--- src/rtl/regfile_write_arbiter_if.sv ---
// Handshake and write-port bundle between the CPU, the hardware requesters,
// the write arbiter and the regfile write port.
interface regfile_write_arbiter_if #(
  parameter int NUM_REQ = 4,
  parameter int ADDR_W  = 5,
  parameter int DATA_W  = 32
);
  logic                      cpu_we;
  logic [ADDR_W-1:0]         cpu_rd;
  logic [DATA_W-1:0]         cpu_data;

  logic [NUM_REQ-1:0]        hw_valid;
  logic [NUM_REQ-1:0]        hw_ready;
  logic [NUM_REQ*ADDR_W-1:0] hw_rd;
  logic [NUM_REQ*DATA_W-1:0] hw_data;

  logic                      rf_we;
  logic [ADDR_W-1:0]         rf_rd;
  logic [DATA_W-1:0]         rf_data;

  logic [NUM_REQ-1:0]        grant;
  logic [NUM_REQ-1:0]        pending;
  logic                      cpu_collide;

  modport master (
    output cpu_we, cpu_rd, cpu_data, hw_valid, hw_rd, hw_data,
    input  hw_ready, rf_we, rf_rd, rf_data, grant, pending, cpu_collide
  );

  modport slave (
    input  cpu_we, cpu_rd, cpu_data, hw_valid, hw_rd, hw_data,
    output hw_ready, rf_we, rf_rd, rf_data, grant, pending, cpu_collide
  );
endinterface

--- src/rtl/regfile_write_arbiter.sv ---
// Shares the regfile write port between the CPU (always wins) and NUM_REQ
// hardware requesters, each buffered in a 1-deep slot drained round-robin.
module regfile_write_arbiter #(
  parameter int NUM_REQ = 4,
  parameter int ADDR_W  = 5,
  parameter int DATA_W  = 32
) (
  input logic                    clk,
  input logic                    reset,
  regfile_write_arbiter_if.slave bus
);
  localparam int PTR_W = (NUM_REQ > 1) ? $clog2(NUM_REQ) : 1;

  typedef enum logic {
    EMPTY = 1'b0,
    FULL  = 1'b1
  } slot_state_t;

  slot_state_t        slot_state [NUM_REQ];
  logic [ADDR_W-1:0]  slot_rd    [NUM_REQ];
  logic [DATA_W-1:0]  slot_data  [NUM_REQ];
  logic [PTR_W-1:0]   rr_ptr;
  logic               collide_q;

  logic [NUM_REQ-1:0] full_vec;
  logic [NUM_REQ-1:0] grant_c;
  logic               drain;
  logic [PTR_W-1:0]   next_ptr;
  logic [PTR_W-1:0]   sel;
  logic [ADDR_W-1:0]  win_rd;
  logic [DATA_W-1:0]  win_data;
  logic               collide_hit;
  int                 idx;

  always_comb begin
    for (int i = 0; i < NUM_REQ; i++) begin
      full_vec[i] = (slot_state[i] == FULL);
    end
  end

  // Round-robin search starting at rr_ptr; a CPU write suppresses any drain.
  always_comb begin
    drain    = 1'b0;
    grant_c  = '0;
    next_ptr = rr_ptr;
    sel      = '0;
    win_rd   = '0;
    win_data = '0;
    idx      = 0;
    if (!bus.cpu_we) begin
      for (int k = 0; k < NUM_REQ; k++) begin
        idx = (int'(rr_ptr) + k) % NUM_REQ;
        sel = PTR_W'(idx);
        if (!drain && full_vec[sel]) begin
          drain         = 1'b1;
          grant_c[sel]  = 1'b1;
          win_rd        = slot_rd[sel];
          win_data      = slot_data[sel];
          next_ptr      = PTR_W'((idx + 1) % NUM_REQ);
        end
      end
    end
  end

  always_comb begin
    collide_hit = 1'b0;
    if (bus.cpu_we && (bus.cpu_rd != '0)) begin
      for (int i = 0; i < NUM_REQ; i++) begin
        if (full_vec[i] && (slot_rd[i] == bus.cpu_rd)) begin
          collide_hit = 1'b1;
        end
      end
    end
  end

  // Slot FSMs, round-robin pointer and sticky collision flag.
  // Requests to r0 complete the handshake but never occupy the slot.
  always_ff @(posedge clk or negedge reset) begin
    if (!reset) begin
      for (int i = 0; i < NUM_REQ; i++) begin
        slot_state[i] <= EMPTY;
        slot_rd[i]    <= '0;
        slot_data[i]  <= '0;
      end
      rr_ptr    <= '0;
      collide_q <= 1'b0;
    end else begin
      for (int i = 0; i < NUM_REQ; i++) begin
        case (slot_state[i])
          EMPTY: begin
            if (bus.hw_valid[i] && (bus.hw_rd[i*ADDR_W +: ADDR_W] != '0)) begin
              slot_state[i] <= FULL;
              slot_rd[i]    <= bus.hw_rd[i*ADDR_W +: ADDR_W];
              slot_data[i]  <= bus.hw_data[i*DATA_W +: DATA_W];
            end
          end
          FULL: begin
            if (grant_c[i]) begin
              slot_state[i] <= EMPTY;
            end
          end
          default: slot_state[i] <= EMPTY;
        endcase
      end
      if (drain) begin
        rr_ptr <= next_ptr;
      end
      if (collide_hit) begin
        collide_q <= 1'b1;
      end
    end
  end

  // The reset term forces the write port quiet while reset is held, even if the CPU drives it.
  assign bus.hw_ready    = ~full_vec;
  assign bus.pending     = full_vec;
  assign bus.grant       = reset ? grant_c : '0;
  assign bus.rf_we       = reset & (bus.cpu_we | drain);
  assign bus.rf_rd       = !reset ? '0 : (bus.cpu_we ? bus.cpu_rd : win_rd);
  assign bus.rf_data     = !reset ? '0 : (bus.cpu_we ? bus.cpu_data : win_data);
  assign bus.cpu_collide = collide_q;
endmodule

--- src/flat_wrapper.sv ---
// flat-port wrapper written by rule: the top's interface ports become plain ports
module regfile_write_arbiter_flat 
#(
  parameter int NUM_REQ = 4,
  parameter int ADDR_W  = 5,
  parameter int DATA_W  = 32
)
  (clk, reset, bus_cpu_we, bus_cpu_rd, bus_cpu_data, bus_hw_valid, bus_hw_rd, bus_hw_data, bus_hw_ready, bus_rf_we, bus_rf_rd, bus_rf_data, bus_grant, bus_pending, bus_cpu_collide);
  regfile_write_arbiter_if #(.NUM_REQ(NUM_REQ), .ADDR_W(ADDR_W), .DATA_W(DATA_W)) bus_i ();
  input logic clk;
  input logic reset;
  input wire logic [$bits(bus_i.cpu_we)-1:0] bus_cpu_we;
  input wire logic [$bits(bus_i.cpu_rd)-1:0] bus_cpu_rd;
  input wire logic [$bits(bus_i.cpu_data)-1:0] bus_cpu_data;
  input wire logic [$bits(bus_i.hw_valid)-1:0] bus_hw_valid;
  input wire logic [$bits(bus_i.hw_rd)-1:0] bus_hw_rd;
  input wire logic [$bits(bus_i.hw_data)-1:0] bus_hw_data;
  output wire logic [$bits(bus_i.hw_ready)-1:0] bus_hw_ready;
  output wire logic [$bits(bus_i.rf_we)-1:0] bus_rf_we;
  output wire logic [$bits(bus_i.rf_rd)-1:0] bus_rf_rd;
  output wire logic [$bits(bus_i.rf_data)-1:0] bus_rf_data;
  output wire logic [$bits(bus_i.grant)-1:0] bus_grant;
  output wire logic [$bits(bus_i.pending)-1:0] bus_pending;
  output wire logic [$bits(bus_i.cpu_collide)-1:0] bus_cpu_collide;
  assign bus_i.cpu_we = bus_cpu_we;
  assign bus_i.cpu_rd = bus_cpu_rd;
  assign bus_i.cpu_data = bus_cpu_data;
  assign bus_i.hw_valid = bus_hw_valid;
  assign bus_i.hw_rd = bus_hw_rd;
  assign bus_i.hw_data = bus_hw_data;
  assign bus_hw_ready = bus_i.hw_ready;
  assign bus_rf_we = bus_i.rf_we;
  assign bus_rf_rd = bus_i.rf_rd;
  assign bus_rf_data = bus_i.rf_data;
  assign bus_grant = bus_i.grant;
  assign bus_pending = bus_i.pending;
  assign bus_cpu_collide = bus_i.cpu_collide;
  regfile_write_arbiter #(.NUM_REQ(NUM_REQ), .ADDR_W(ADDR_W), .DATA_W(DATA_W)) u_core (.clk(clk), .reset(reset), .bus(bus_i));
endmodule
--- config.mk ---
export PLATFORM = sky130hd
export DESIGN_NAME = regfile_write_arbiter_flat
export DESIGN_NICKNAME = d
export VERILOG_FILES = /design/src/rtl/regfile_write_arbiter_if.sv /design/src/rtl/regfile_write_arbiter.sv /design/src/flat_wrapper.sv
export SDC_FILE = /design/constraint.sdc
export NUM_CORES = 1
export LEC_CHECK = 0
export ABC_AREA = 1
export CORE_MARGIN = 1
export CORE_UTILIZATION = 55
export CTS_CLUSTER_SIZE = 28
export DETAILED_ROUTE_END_ITERATION = 10
export GPL_ROUTABILITY_DRIVEN = 0
export PLACE_DENSITY = 0.85
export SLEW_MARGIN = 20
export SYNTH_ARGS = -nofsm -noshare
export SYNTH_HDL_FRONTEND = slang
export SYNTH_SLANG_ARGS = --single-unit
--- constraint.sdc ---
create_clock -name clk -period 6.6 [get_ports clk]
set_input_delay 1.32 -clock clk [delete_from_list [all_inputs] [get_ports clk]]
set_output_delay 1.32 -clock clk [all_outputs]
set_load 0.02 [all_outputs]
==> metrics.md <==
| Metric | Value |
|---|---|
| Initial antenna violation count | `1` |
| Setup TNS Final | `0 ns` |
| Status | `finished clean` |
| Critical path class | `reg -> out` |
| Residual DRC | `0` |
| Clk pwr share | `0.123` |
| Chip height | `between 100 and 150 um` |
| Clk Latency, worst-skew pair | `0.45 ns` |
| Crit path DAT | `4.41 ns` |
| NetSw | `between 4 and 5 mW` |
| Crit-path slowest cell | `buf_6` |
| Critical path startpoint category | `register` |
| Max Slew Vio Count | `0` |
| Combinational Power Share | `0.662` |
| Row cnt | `52` |
| Worst setup margin | `about 0.87 ns` |
| Skew final | `0.0180 ns` |
| Die X | `147 um` |
| Max Freq | `approximately 0.17 GHz` |
| Slew margin rel. | `0.325` |
| Htree depth | `4` |
| Cell Pwr Density | `557 nW/um2` |
| Worst Hold Class | `reg -> reg` |
| Final-stage net count | `2,215` |
| Slew @ Worst Pin | `1.01 ns` |
| Most frequent cells in the layout | `nand2_1 (685), o21ai_0 (311), clkdlybuf4s50_1 (241)` |
| Filler Cell Count | `1,751` |
| CP Launch Point | `u_core.rr_ptr[1]$_DFFE_PN0P_` |
| Crit path top cell by count | `nor2_1` |
| Area Overhead vs Synth | `25.6%` |
| Buf/Inv on CP | `5` |
| Final std cells w/o fill | `2,300` |
| First-pass GRT wire length | `59,400 um` |
| Cts bufs inserted | `17` |
| Fin crit period | `between 5 and 6 ns` |
| IO Count | `243` |
| Final worst path period share | `0.869` |
| Die ar. | `between 20,000 and 25,000 um2` |
| VDD IR max | `0.380 mV` |
| RSZ-0062 raised after global routing | `false` |
| CP endpoint kind | `output port` |
| Post-Route WL | `37,000 um` |
| Final setup vio count | `0` |
| Hold Path Origin | `u_core.bus.cpu_collide$_DFFE_PN0P_` |
| DR vias/cell | `5.63` |
| Number of cells after detailed placement | `approximately 2,300` |
| Yosys cell types | `33` |
| Post-cts resize count | `0` |
| Hold-fix buffers, CTS | `0` |
| Internal power | `around 3.6 mW` |
| Routed via count | `12,954` |
| Initial Util | `0.564` |
| Critical path cell sequence | `buf_4 > clkinv_2 > buf_6 > nand3_2 > nand2_4 > nand3_4 > inv_4 > nand2_1 > nand3_1 > nor2_1 > nor2_1 > clkdlybuf4s50_1` |
| Clock Path Buffers | `2` |
| Cell count after synthesis | `1,875` |
| Number of max-cap violations | `0` |
| Crit path required time | `5.28 ns` |
| CTS tree | `yes` |
| Mapped Nets | `between 2,000 and 2,500` |
| Number of DRC violations after detailed-routing iteration 0 | `roughly 1,400` |
| Leakage | `7.07 nW` |
| Gr usage total | `0.346` |
| Clock root buffer master | `clkbuf_16` |
| Largest net degree at the start of global routing | `roughly 130` |
| Antenna cell count | `0` |
| Routed wire per std cell | `16.1 um` |
| Pre-CTS setup slack | `~1.2 ns` |
| Clk slew on worst S/H paths | `0.07 ns` |
| Largest fanout on the critical path | `~130` |
| Pre-antenna DRT Iters | `7` |
| Delay-heaviest family, CP | `buffers and inverters` |
| WHS | `0.500 ns` |
| Commonest non-fill, non-tap cell in the layout | `nand2_1` |
| Post-synthesis instance area | `around 11,000 um2` |
| Reg2reg start | `u_core.rr_ptr[1]$_DFFE_PN0P_` |
| Port Buffers | `between 200 and 250` |
| Postcts setup bufs | `0` |
| Vias in the first global route | `12,038` |
| Grt ovf | `0` |
| Warnings from Yosys | `0` |
| #FFs+latches synth | `~160` |
| CP max stage delay | `0.63 ns` |
| Sequential power share | `0.215` |
| CTS sink cnt | `about 160` |
| Switching Share | `0.553` |
| Synthesized area per cell | `a little over 6 um2` |
| Hold Violations, Final | `0` |
| Core area | `about 20,000 um2` |
| Final ANT Viol Nets | `0` |
| Register area share after synthesis | `0.338` |
| Share of cells above drive strength 1 | `0.0360` |
| Post-detail-place hpwl | `roughly 25,000 um` |
-- cells by family (layout without fill, tap and decap cells) --
kind of cell	count (synthesis)	count (layout)	synth area share
and+or+nand+nor	901	901	0.311
AOI/OAI and AO/OA	485	485	0.219
buffers and inverters	312	467	0.112
DFF	155	155	0.338
muxes	10	10	0.00871
adders and majority gates	6	6	0.00653
xor gates and xnor gates	6	6	0.00457
-- synth_stat cells (all sizes together) --
| master | instances | area [um2] |
|---|---|---|
| xor2 | 6 | 52.6 |
| o311ai | 4 | 35.0 |
| dfrtp | 155 | 3880 |
| buf | 80 | 414 |
| ha | 6 | 75.1 |
| clkbuf | 56 | 210 |
| o21bai | 1 | 7.51 |
| nand4 | 2 | 12.5 |
| clkinv | 1 | 3.75 |
| nor2 | 116 | 452 |
| inv | 175 | 662 |
| a21oi | 105 | 526 |
| a31oi | 27 | 169 |
| o22ai | 7 | 43.8 |
| or2 | 1 | 6.26 |
| o41ai | 1 | 8.76 |
| a21o | 10 | 75.1 |
| mux2i | 10 | 100 |
| nand3 | 90 | 473 |
| o21ai | 330 | 1650 |
| nand2 | 692 | 2640 |
-- through the flow --
stage	util	total power, mW	cell area [um2]
after global routing	0.709	8.71	14400
after floorplan	-	5.52	11500
after detailed placement	0.679	6.87	13800
after CTS	0.708	7.90	14400
final	0.709	8.04	14400
after global placement	0.679	6.73	13800
-- power groups by stage --
stage / logic, mW / registers [mW] / clock network [mW]
after global placement: 5.02 / 1.70 / 0
after CTS: 5.19 / 1.71 / 0.999
final: 5.32 / 1.73 / 0.990
after detailed placement: 5.15 / 1.72 / 0
after floorplan: 3.89 / 1.63 / 0
after global routing: 5.91 / 1.76 / 1.04
-- cell type report --
class	instances	area (um2)	area share
sequential	155	3880	0.269
inverter	176	667	0.0462
multi-input combinational	1408	6380	0.442
timing repair buffer	259	2570	0.178
clock buffer	17	425	0.0295
tap	270	338	0.0234
clock inverter	15	166	0.0115
-- path summary, 6_finish.rpt --
| check | slack [ns] | endpoint | depth (start not counted) |
|---|---|---|---|
| max in group asynchronous | 4.50 | u_core.rr_ptr[0]$_DFFE_PN0P_ | 2 |
| setup / recovery | 0.87 | bus_rf_data[19] | 12 |
| hold reg to reg | 0.50 | u_core.bus.cpu_collide$_DFFE_PN0P_ | 1 |
| min in group asynchronous | 0.91 | u_core.slot_data[25]$_DFFE_PN0P_ | 1 |
| hold / removal | 0.50 | u_core.bus.cpu_collide$_DFFE_PN0P_ | 1 |
| setup reg to reg | 3.11 | u_core.rr_ptr[1]$_DFFE_PN0P_ | 14 |
-- state kept, by name (all words and copies together) (netlist names) --
signal                  count
u_core.rr_ptr               2
u_core.bus.pending          4
u_core.slot_data          128
u_core.bus.cpu_collide      1
u_core.slot_rd             20
-- metal layers --
layer  wire length, um  vias up  global-route usage  share of wire
li1                  -     6266                   -              -
met1             15300     5804               0.473           0.41
met2             16500      767               0.545           0.45
met3              3800      117              0.0575           0.10
met4              1400        0               0.147          0.038
met5                 0        -                   0              0
Note: power is estimated with default switching activity, not from simulation.
